## config.mk

```make
export PLATFORM = sky130hd
export DESIGN_NAME = zir_uart_rx
export DESIGN_NICKNAME = d
export VERILOG_FILES = /design/src/rtl/zir_uart_pkg.sv /design/src/rtl/zir_uart_rx_fifo.sv /design/src/rtl/zir_uart_rx.sv
export SDC_FILE = /design/constraint.sdc
export NUM_CORES = 1
export LEC_CHECK = 0
export ABC_CLOCK_PERIOD_IN_PS = 3460
export CAP_MARGIN = 20
export CORE_ASPECT_RATIO = 0.8
export CORE_UTILIZATION = 50
export DETAILED_ROUTE_END_ITERATION = 10
export HOLD_SLACK_MARGIN = 0.02
export PLACE_DENSITY = 0.69
export SKIP_CTS_REPAIR_TIMING = 1
export SYNTH_ARGS = -nofsm -noshare
export SYNTH_HDL_FRONTEND = slang
export SYNTH_SLANG_ARGS = --single-unit
```

## constraint.sdc

```tcl
create_clock -name iClk -period 3.46 [get_ports iClk]
set_input_delay 0.692 -clock iClk [delete_from_list [all_inputs] [get_ports iClk]]
set_output_delay 0.692 -clock iClk [all_outputs]
set_load 0.01 [all_outputs]
```

## src/rtl/zir_uart_pkg.sv

```systemverilog
// Shared types and constants for the IR configure UART receiver.
package zir_uart_pkg;

    localparam int UART_DATA_W             = 8;
    localparam int CLKS_PER_BIT_48M_115200 = 417;

    typedef enum logic [2:0] {
        ST_IDLE   = 3'd0,
        ST_START  = 3'd1,
        ST_DATA   = 3'd2,
        ST_PARITY = 3'd3,
        ST_STOP   = 3'd4,
        ST_BREAK  = 3'd5
    } rxState_t;

endpackage

```

## src/rtl/zir_uart_rx_fifo.sv

```systemverilog
// First-word-fall-through byte FIFO with sticky overrun flag.
// Handshake: the head word in oData is valid while oEmpty=0; iRdEn=1 in such a cycle pops it.
module zir_uart_rx_fifo
    import zir_uart_pkg::*;
#(
    parameter int DEPTH = 4,
    parameter int WIDTH = UART_DATA_W
) (
    input  logic             iClk,
    input  logic             iRst_N,
    input  logic             iPush,
    input  logic [WIDTH-1:0] iPushData,
    input  logic             iPop,
    input  logic             iClrOvr,
    output logic [WIDTH-1:0] oData,
    output logic             oEmpty,
    output logic             oFull,
    output logic             oOverrun
);

    localparam int AW = $clog2(DEPTH);

    logic [WIDTH-1:0] mem [DEPTH];
    logic [AW:0]      wrPtr;
    logic [AW:0]      rdPtr;
    logic             doPop;
    logic             doPush;

    assign oEmpty = (wrPtr == rdPtr);
    assign oFull  = (wrPtr[AW-1:0] == rdPtr[AW-1:0]) && (wrPtr[AW] != rdPtr[AW]);
    assign doPop  = iPop && !oEmpty;
    // A pop in the same cycle frees the slot, so a push into a full FIFO still lands.
    assign doPush = iPush && (!oFull || doPop);
    assign oData  = mem[rdPtr[AW-1:0]];

    always_ff @(posedge iClk or negedge iRst_N) begin
        if (!iRst_N) begin
            wrPtr    <= '0;
            rdPtr    <= '0;
            oOverrun <= 1'b0;
            for (int i = 0; i < DEPTH; i++) begin
                mem[i] <= '0;
            end
        end else begin
            if (doPush) begin
                mem[wrPtr[AW-1:0]] <= iPushData;
                wrPtr              <= wrPtr + 1'b1;
            end
            if (doPop) begin
                rdPtr <= rdPtr + 1'b1;
            end
            if (iPush && !doPush) begin
                oOverrun <= 1'b1;
            end else if (iClrOvr) begin
                oOverrun <= 1'b0;
            end
        end
    end

endmodule

```

## src/rtl/zir_uart_rx.sv

```systemverilog
// UART receiver: sync + majority filter, mid-bit sampling FSM, FWFT FIFO.
// Define ZIR_UART_RX_PARITY_EN for 8-E-1; otherwise 8-N-1 and oParityErr is tied low.
module zir_uart_rx
    import zir_uart_pkg::*;
#(
    parameter int CLKS_PER_BIT = CLKS_PER_BIT_48M_115200,
    parameter int FIFO_DEPTH   = 4
) (
    input  logic                   iClk,
    input  logic                   iRst_N,
    input  logic                   iRxD,
    input  logic                   iRdEn,
    input  logic                   iClrOvr,
    output logic [UART_DATA_W-1:0] oData,
    output logic                   oEmpty,
    output logic                   oFull,
    output logic                   oBusy,
    output logic                   oFrameErr,
    output logic                   oParityErr,
    output logic                   oOverrun
);

    localparam int              CNT_W     = $clog2(CLKS_PER_BIT);
    localparam logic [CNT_W-1:0] HALF_LOAD = CNT_W'(CLKS_PER_BIT / 2 - 1);
    localparam logic [CNT_W-1:0] FULL_LOAD = CNT_W'(CLKS_PER_BIT - 1);

    logic                   sync1;
    logic                   sync2;
    logic [1:0]             hist;
    logic                   rxF;
    logic                   rxPrev;
    logic [1:0]             warmCnt;
    rxState_t               state;
    logic [CNT_W-1:0]       bitCnt;
    logic [2:0]             bitIdx;
    logic [UART_DATA_W-1:0] shReg;
    logic                   tick;
    logic                   push;
    logic                   parBad;

    assign rxF  = (sync2 & hist[0]) | (sync2 & hist[1]) | (hist[0] & hist[1]);
    assign tick = (bitCnt == '0);

    // rxPrev stays low until the filter holds real pin samples, so a line that is
    // low when reset releases is never mistaken for a start edge.
    always_ff @(posedge iClk or negedge iRst_N) begin
        if (!iRst_N) begin
            sync1   <= 1'b1;
            sync2   <= 1'b1;
            hist    <= 2'b11;
            rxPrev  <= 1'b0;
            warmCnt <= 2'd0;
        end else begin
            sync1  <= iRxD;
            sync2  <= sync1;
            hist   <= {hist[0], sync2};
            rxPrev <= (warmCnt == 2'd3) && rxF;
            if (warmCnt != 2'd3) begin
                warmCnt <= warmCnt + 2'd1;
            end
        end
    end

`ifdef ZIR_UART_RX_PARITY_EN
    logic parAcc;
    logic parityErr;

    assign oParityErr = parityErr;
`else
    assign parBad     = 1'b0;
    assign oParityErr = 1'b0;
`endif

    always_ff @(posedge iClk or negedge iRst_N) begin
        if (!iRst_N) begin
            state     <= ST_IDLE;
            bitCnt    <= '0;
            bitIdx    <= '0;
            shReg     <= '0;
            oFrameErr <= 1'b0;
`ifdef ZIR_UART_RX_PARITY_EN
            parAcc    <= 1'b0;
            parBad    <= 1'b0;
            parityErr <= 1'b0;
`endif
        end else begin
            oFrameErr <= 1'b0;
`ifdef ZIR_UART_RX_PARITY_EN
            parityErr <= 1'b0;
`endif
            if ((state inside {ST_START, ST_DATA, ST_PARITY, ST_STOP}) && !tick) begin
                bitCnt <= bitCnt - 1'b1;
            end
            case (state)
                ST_IDLE: begin
                    if (rxPrev && !rxF) begin
                        bitCnt <= HALF_LOAD;
                        state  <= ST_START;
                    end
                end
                ST_START: begin
                    if (tick) begin
                        if (!rxF) begin
                            bitCnt <= FULL_LOAD;
                            bitIdx <= '0;
`ifdef ZIR_UART_RX_PARITY_EN
                            parAcc <= 1'b0;
                            parBad <= 1'b0;
`endif
                            state  <= ST_DATA;
                        end else begin
                            state <= ST_IDLE;
                        end
                    end
                end
                ST_DATA: begin
                    if (tick) begin
                        shReg  <= {rxF, shReg[UART_DATA_W-1:1]};
                        bitCnt <= FULL_LOAD;
                        bitIdx <= bitIdx + 3'd1;
`ifdef ZIR_UART_RX_PARITY_EN
                        parAcc <= parAcc ^ rxF;
                        if (bitIdx == 3'd7) state <= ST_PARITY;
`else
                        if (bitIdx == 3'd7) state <= ST_STOP;
`endif
                    end
                end
`ifdef ZIR_UART_RX_PARITY_EN
                ST_PARITY: begin
                    if (tick) begin
                        parBad <= parAcc ^ rxF;
                        bitCnt <= FULL_LOAD;
                        state  <= ST_STOP;
                    end
                end
`endif
                ST_STOP: begin
                    if (tick) begin
                        if (rxF) begin
`ifdef ZIR_UART_RX_PARITY_EN
                            parityErr <= parBad;
`endif
                            state <= ST_IDLE;
                        end else begin
                            oFrameErr <= 1'b1;
                            state     <= ST_BREAK;
                        end
                    end
                end
                ST_BREAK: begin
                    if (rxF) state <= ST_IDLE;
                end
                default: state <= ST_IDLE;
            endcase
        end
    end

    assign oBusy = (state != ST_IDLE);
    assign push  = (state == ST_STOP) && tick && rxF && !parBad;

    zir_uart_rx_fifo #(
        .DEPTH (FIFO_DEPTH),
        .WIDTH (UART_DATA_W)
    ) uFifo (
        .iClk      (iClk),
        .iRst_N    (iRst_N),
        .iPush     (push),
        .iPushData (shReg),
        .iPop      (iRdEn),
        .iClrOvr   (iClrOvr),
        .oData     (oData),
        .oEmpty    (oEmpty),
        .oFull     (oFull),
        .oOverrun  (oOverrun)
    );

endmodule

```

==> qor.csv, run 1 <==
metric;value;unit
#FFs+latches synth;70;
CTS tree;yes;
CP endpoint kind;primary output;
Cell Area, Synth;3300;µm²
syn_nets;262;
Max stage delay cell, worst path;dfrtp_1;
placer congestion estimate;0.773;
Residual DRC;0;
largest net degree at the start of global routing;32;
vias in the first global route;1892;
Detail Route Antenna Nets;0;
design area;3730;µm²
Worst-Margin Slew;675;ps
Top-Level Pins;19;
n_diodes;0;
top-count cell post-synth;dfrtp_1;
R2R depth;6;
DP Area;3530;µm²
Critical Path Start Type;register;
top post-synthesis cells by count;dfrtp_1, mux2_2, o21ai_0, ha_1;
hpwl dp;3990;µm
via-per-instance ratio;5.60;
mux share of post-synthesis cell area;20.5;%
Starting Density;51.8;%
power per cell area;474;nW/µm²
first-pass GRT wire length;9820;µm
die height;74.7;µm
outcome;completed;
# clock sinks;70;
CP Depth;2;
sequential share of the synthesized area;53.2;%
Die ar.;6930;µm²
leak pwr;0.00170;µW
Top FF cell, synth;dfrtp_1;
routed via count;1989;
Critical Path Fanout Max;11;
dpl cells;339;
final std cells w/o fill;355;
final wirelength;5920;µm
Netlist cell types;45;
CP Buf/Inv Count;1;
Post-Synth Simple-Gate Area;10.8;%
row cnt;26;
critical path's top delay family;flip-flops;
top-area cell type share of the netlist area;50.0;%
post-synthesis cell count;248;
Hold Path Depth;0;
total negative slack;0;ps
GRT overflow;0;
adder-cell area share of the yosys netlist;3.71;%
# port buffers;17;
max-cap check violation count;0;
Slew headroom;55.0;%
Hold Slack;357;ps
clk_lat worst skew;340;ps
Final Max Tran Viols;0;
htree depth;3;
Root Driver;clkbuf_8;
initial antenna violation count;0;
cell chain of the critical path;mux4_2 -> clkdlybuf4s50_1;
Worst EP required;2770;ps
DR WL/cell;16.7;µm
average instance area after synthesis;13.3;µm²
crit-path max cell delay;780;ps
Worst Setup Path Type;register to primary output;
share of layout cells above drive strength 1;30.6;%
Post-synth EDFFs;0;
Final Hold Viols;0;
CTS Buf Count;9;
gr usage total;19.1;%
final core utilization;58.5;%
final setup vio count;0;
Ys Warns;0;
synth top area cells;dfrtp_1, mux2_2, mux4_2;
Tcrit/Tclk final;83.9;%
hold crit path type;register to register;
Initial DRC Count;159;
XOR/XNOR share of the synthesized area;2.12;%
Synth area leader;dfrtp_1;
Tmin final;2900;ps
Worst Skew;12.3;ps
fin nets;280;
WP data arrival;2210;ps
largest family of logic cells by synthesized area;multiplexers;
First-pass DRT Iterations;4;
Compound-Gate Fraction of Synth Area;6.75;%
Clock transition at path regs;70;ps
Area growth syn-to-layout;13.0;%
RSZ-0062 raised after global routing;no;
Core Area;6380;µm²
Die W;92.8;µm
Worst VDD drop;0.314;mV
clk buf depth;2;
fmax;344;MHz
Async SR Flop Fraction;100;%
[report_power, final]
part / internal (µW) / switching [µW]
Combinational: 83.2 / 88.6
Sequential: 878 / 59.2
Clock: 373 / 288
[cells by family after synthesis]
group / after synthesis
multiplexers: 52
buffers and inverters: 20
XOR/XNOR: 8
AO/OA/AOI/OAI: 33
adder cells (fa/ha/maj): 10
flip-flops: 70
AND/OR/NAND/NOR: 54
other: 1
[sequential cells by signal (all words and copies together), names as in the netlist]
register,cells
uFifo.oOverrun,1
uFifo.wrPtr,3
bitCnt,9
shReg,8
uFifo.mem,32
sync2,1
oFrameErr,1
warmCnt,2
state,3
bitIdx,3
sync1,1
uFifo.rdPtr,3
hist,2
rxPrev,1
[metal layers]
layer	GRT usage, %	wire, µm
met5	0	0
met4	6.15	76
met3	5.76	252
met2	27.4	2660
met1	28.2	2930
[cell usage in the layout (no fill, tap or decap), drive strengths merged, types with 3 or more instances in the layout]
cell type	count
xnor2	7
buf	4
o21ai	10
a21oi	4
inv	7
nor2	8
nand3	4
or4	3
nand2	7
and3	4
nor3	6
dfstp	4
a31oi	3
dfrtp	66
mux4	8
nand2b	3
nand4	4
or3	5
mux2	44
clkbuf	13
and2	3
ha	9
clkdlybuf4s50	16
[final timing paths]
path                       slack [ps]            from              to
setup / recovery                  560  uFifo.rdPtr[0]        oData[7]
hold / removal                    360           sync1           sync2
setup reg to reg                  810       bitCnt[0]        shReg[6]
hold reg to reg                   360           sync1           sync2
max in group asynchronous        2340          iRst_N  uFifo.wrPtr[0]
min in group asynchronous         390          iRst_N   uFifo.mem[15]
[through the flow]
stage / power, µW / worst slack [ps]
floorplan: 1070 / 1160
global placement: 1120 / 887
detailed placement: 1130 / 828
CTS: 1800 / 501
global route: 1850 / 420
finish: 1770 / 557
[area by class of cell]
class / instances / area, µm²
Fill cell: 523 / 2650
Sequential cell: 70 / 1760
Multi-Input combinational cell: 158 / 1450
Timing Repair Buffer: 20 / 188
Clock buffer: 13 / 159
Tap cell: 84 / 105
Clock inverter: 3 / 45.0
Inverter: 7 / 26.3
Power figures use the tool's default switching activity.
==> run 2, diff against run 1 <==
--- a/config.mk
+++ b/config.mk
@@ -5,7 +5,7 @@
 export SDC_FILE = /design/constraint.sdc
 export NUM_CORES = 1
 export LEC_CHECK = 0
-export ABC_CLOCK_PERIOD_IN_PS = 3460
+export ABC_CLOCK_PERIOD_IN_PS = 2800
 export CAP_MARGIN = 20
 export CORE_ASPECT_RATIO = 0.8
 export CORE_UTILIZATION = 50
==> constraint.sdc (replaced) <==
create_clock -name iClk -period 2.8 [get_ports iClk]
set_input_delay 0.56 -clock iClk [delete_from_list [all_inputs] [get_ports iClk]]
set_output_delay 0.56 -clock iClk [all_outputs]
set_load 0.01 [all_outputs]
==> run 2 against run 1 <==
Setup slack got worse by 360 ps. Final cell count increased by 1.1%. Total power increased by 30%. Critical path type unchanged. Largest cell class unchanged. Largest power group unchanged.
==> qor.csv, run 2 (synthesis gave the netlist of run 1 again) <==
metric;value;unit
row cnt;26;
final setup vio count;0;
power per cell area;606;nW/µm²
r2r endpoint;shReg[5];
CP Buf/Inv Count;1;
Initial DRC Count;60;
# clock sinks;70;
outcome;completed;
Slew headroom;55.3;%
via-per-instance ratio;5.71;
R2R depth;6;
Clock transition at path regs;80;ps
Tcrit/Tclk final;92.9;%
Die ar.;6930;µm²
Power Total;2290;µW
Worst EP required;2240;ps
Max stage delay cell, worst path;dfrtp_1;
Root Driver;clkbuf_8;
largest net degree at the start of global routing;30;
Starting Density;51.8;%
CTS tree;yes;
vias in the first global route;2025;
n_diodes;0;
Top-Level Pins;19;
Detail Route Antenna Nets;0;
hpwl dp;4020;µm
Critical Path Start Type;register;
htree depth;3;
Die W;92.8;µm
GRT overflow;0;
Worst VDD drop;0.413;mV
final wirelength;5950;µm
Hold Slack;244;ps
first-pass GRT wire length;10100;µm
total negative slack;0;ps
WP data arrival;2040;ps
max reg flops;32;
FF-to-FF setup slack;310;ps
final core utilization;59.3;%
clk_lat worst skew;350;ps
# port buffers;17;
Core Area;6380;µm²
CP endpoint kind;primary output;
routed via count;2049;
RSZ-0062 raised after global routing;no;
share of layout cells above drive strength 1;32.0;%
Sw Pwr;576;µW
Setup WS pre-CTS;308;ps
gr usage total;19.6;%
commonest non-fill, non-tap cells in the layout;dfrtp_1, mux2_2, clkdlybuf4s50_1, o21ai_0, clkbuf_8;
CTS Buf Count;9;
placer congestion estimate;0.754;
critical path's top delay family;flip-flops;
DR WL/cell;16.6;µm
Critical Path Fanout Max;11;
final setup margin;199;ps
combinational share of power;9.6;%
Worst Skew;11.4;ps
Residual DRC;0;
cell chain of the critical path;xnor2_1 -> nand2_1 -> nor2_1 -> clkdlybuf4s50_1;
switching share of power;25.1;%
fmax;384;MHz
Worst Setup Path Type;register to primary output;
Tmin final;2600;ps
First-pass DRT Iterations;4;
leak pwr;0.00174;µW
crit-path max cell delay;680;ps
Area growth syn-to-layout;14.6;%
hold crit path type;input pin to async pin;
clk buf depth;2;
initial antenna violation count;0;
Worst-Margin Slew;670;ps
Critical Path Start;uFifo.rdPtr[1];
Final Max Tran Viols;0;
sequential share of power;50.7;%
CP Depth;4;
Final Hold Viols;0;
Top reg by flops;uFifo.mem;
die height;74.7;µm
commonest non-fill, non-tap cell in the layout;dfrtp_1;
max-cap check violation count;0;
fin nets;284;
Worst Setup EP;oEmpty;
clock share of power;39.7;%
Largest regs;uFifo.mem: 32 flops, bitCnt: 9 flops, shReg: 8 flops;
Power Internal;1720;µW
Worst R2R Start;bitCnt[0];
[run 2: cell count changes in the layout (fill, tap and decap cells not counted)]
cell        change
clkinvlp_4      -2
clkbuf_8        -1
clkinv_2        +1
clkinv_4        +2
buf_4           +4
clkbuf_1        -1
bufinv_16       +1
[run 2: worst min-delay path by stage]
stage,start,endpoint,slack (ps)
after detailed placement,sync1,sync2,350
after global placement,sync1,sync2,350
after floorplan,iRst_N,bitCnt[0],260
after CTS,iRst_N,uFifo.mem[17],270
final,iRst_N,rxPrev,240
after global routing,iRst_N,state[1],280
[run 2: area by class of cell]
type                       count  area [µm²]
fill                         518        2590
sequential                    70        1760
multi-input combinational    158        1450
timing repair buffer          24         218
clock buffer                  11         141
tap                           84         105
clock inverter                 5        82.6
inverter                       7        26.3
[run 2: power groups by stage]
stage / Combinational, µW / Clock (µW) / Sequential, µW
after floorplan: 161 / 0 / 1150
after global placement: 214 / 0 / 1180
after detailed placement: 221 / 0 / 1170
after CTS: 221 / 934 / 1160
after global routing: 251 / 983 / 1170
final: 220 / 911 / 1160
[run 2: layer usage]
metal	routed length (µm)	part of all wire, %	global-route usage (%)
met1	2880	48	27.1
met4	78	1.3	6.15
met2	2670	45	28.7
met3	329	5.5	7.68
met5	0	0	0
[run 2: metrics by stage]
| step | std cells | cell area [µm²] |
|---|---|---|
| floorplan | 248 | 3300 |
| global placement | 343 | 3560 |
| detailed placement | 343 | 3560 |
| CTS | 359 | 3780 |
| global route | 359 | 3780 |
| finish | 359 | 3780 |
==> run 3, diff against run 2 <==
--- a/config.mk
+++ b/config.mk
@@ -6,7 +6,6 @@
 export NUM_CORES = 1
 export LEC_CHECK = 0
 export ABC_CLOCK_PERIOD_IN_PS = 2800
-export CAP_MARGIN = 20
 export CORE_ASPECT_RATIO = 0.8
 export CORE_UTILIZATION = 50
 export DETAILED_ROUTE_END_ITERATION = 10
==> results of run 3 <==
The final DEF is identical to that of run 2; final timing and power are the same.
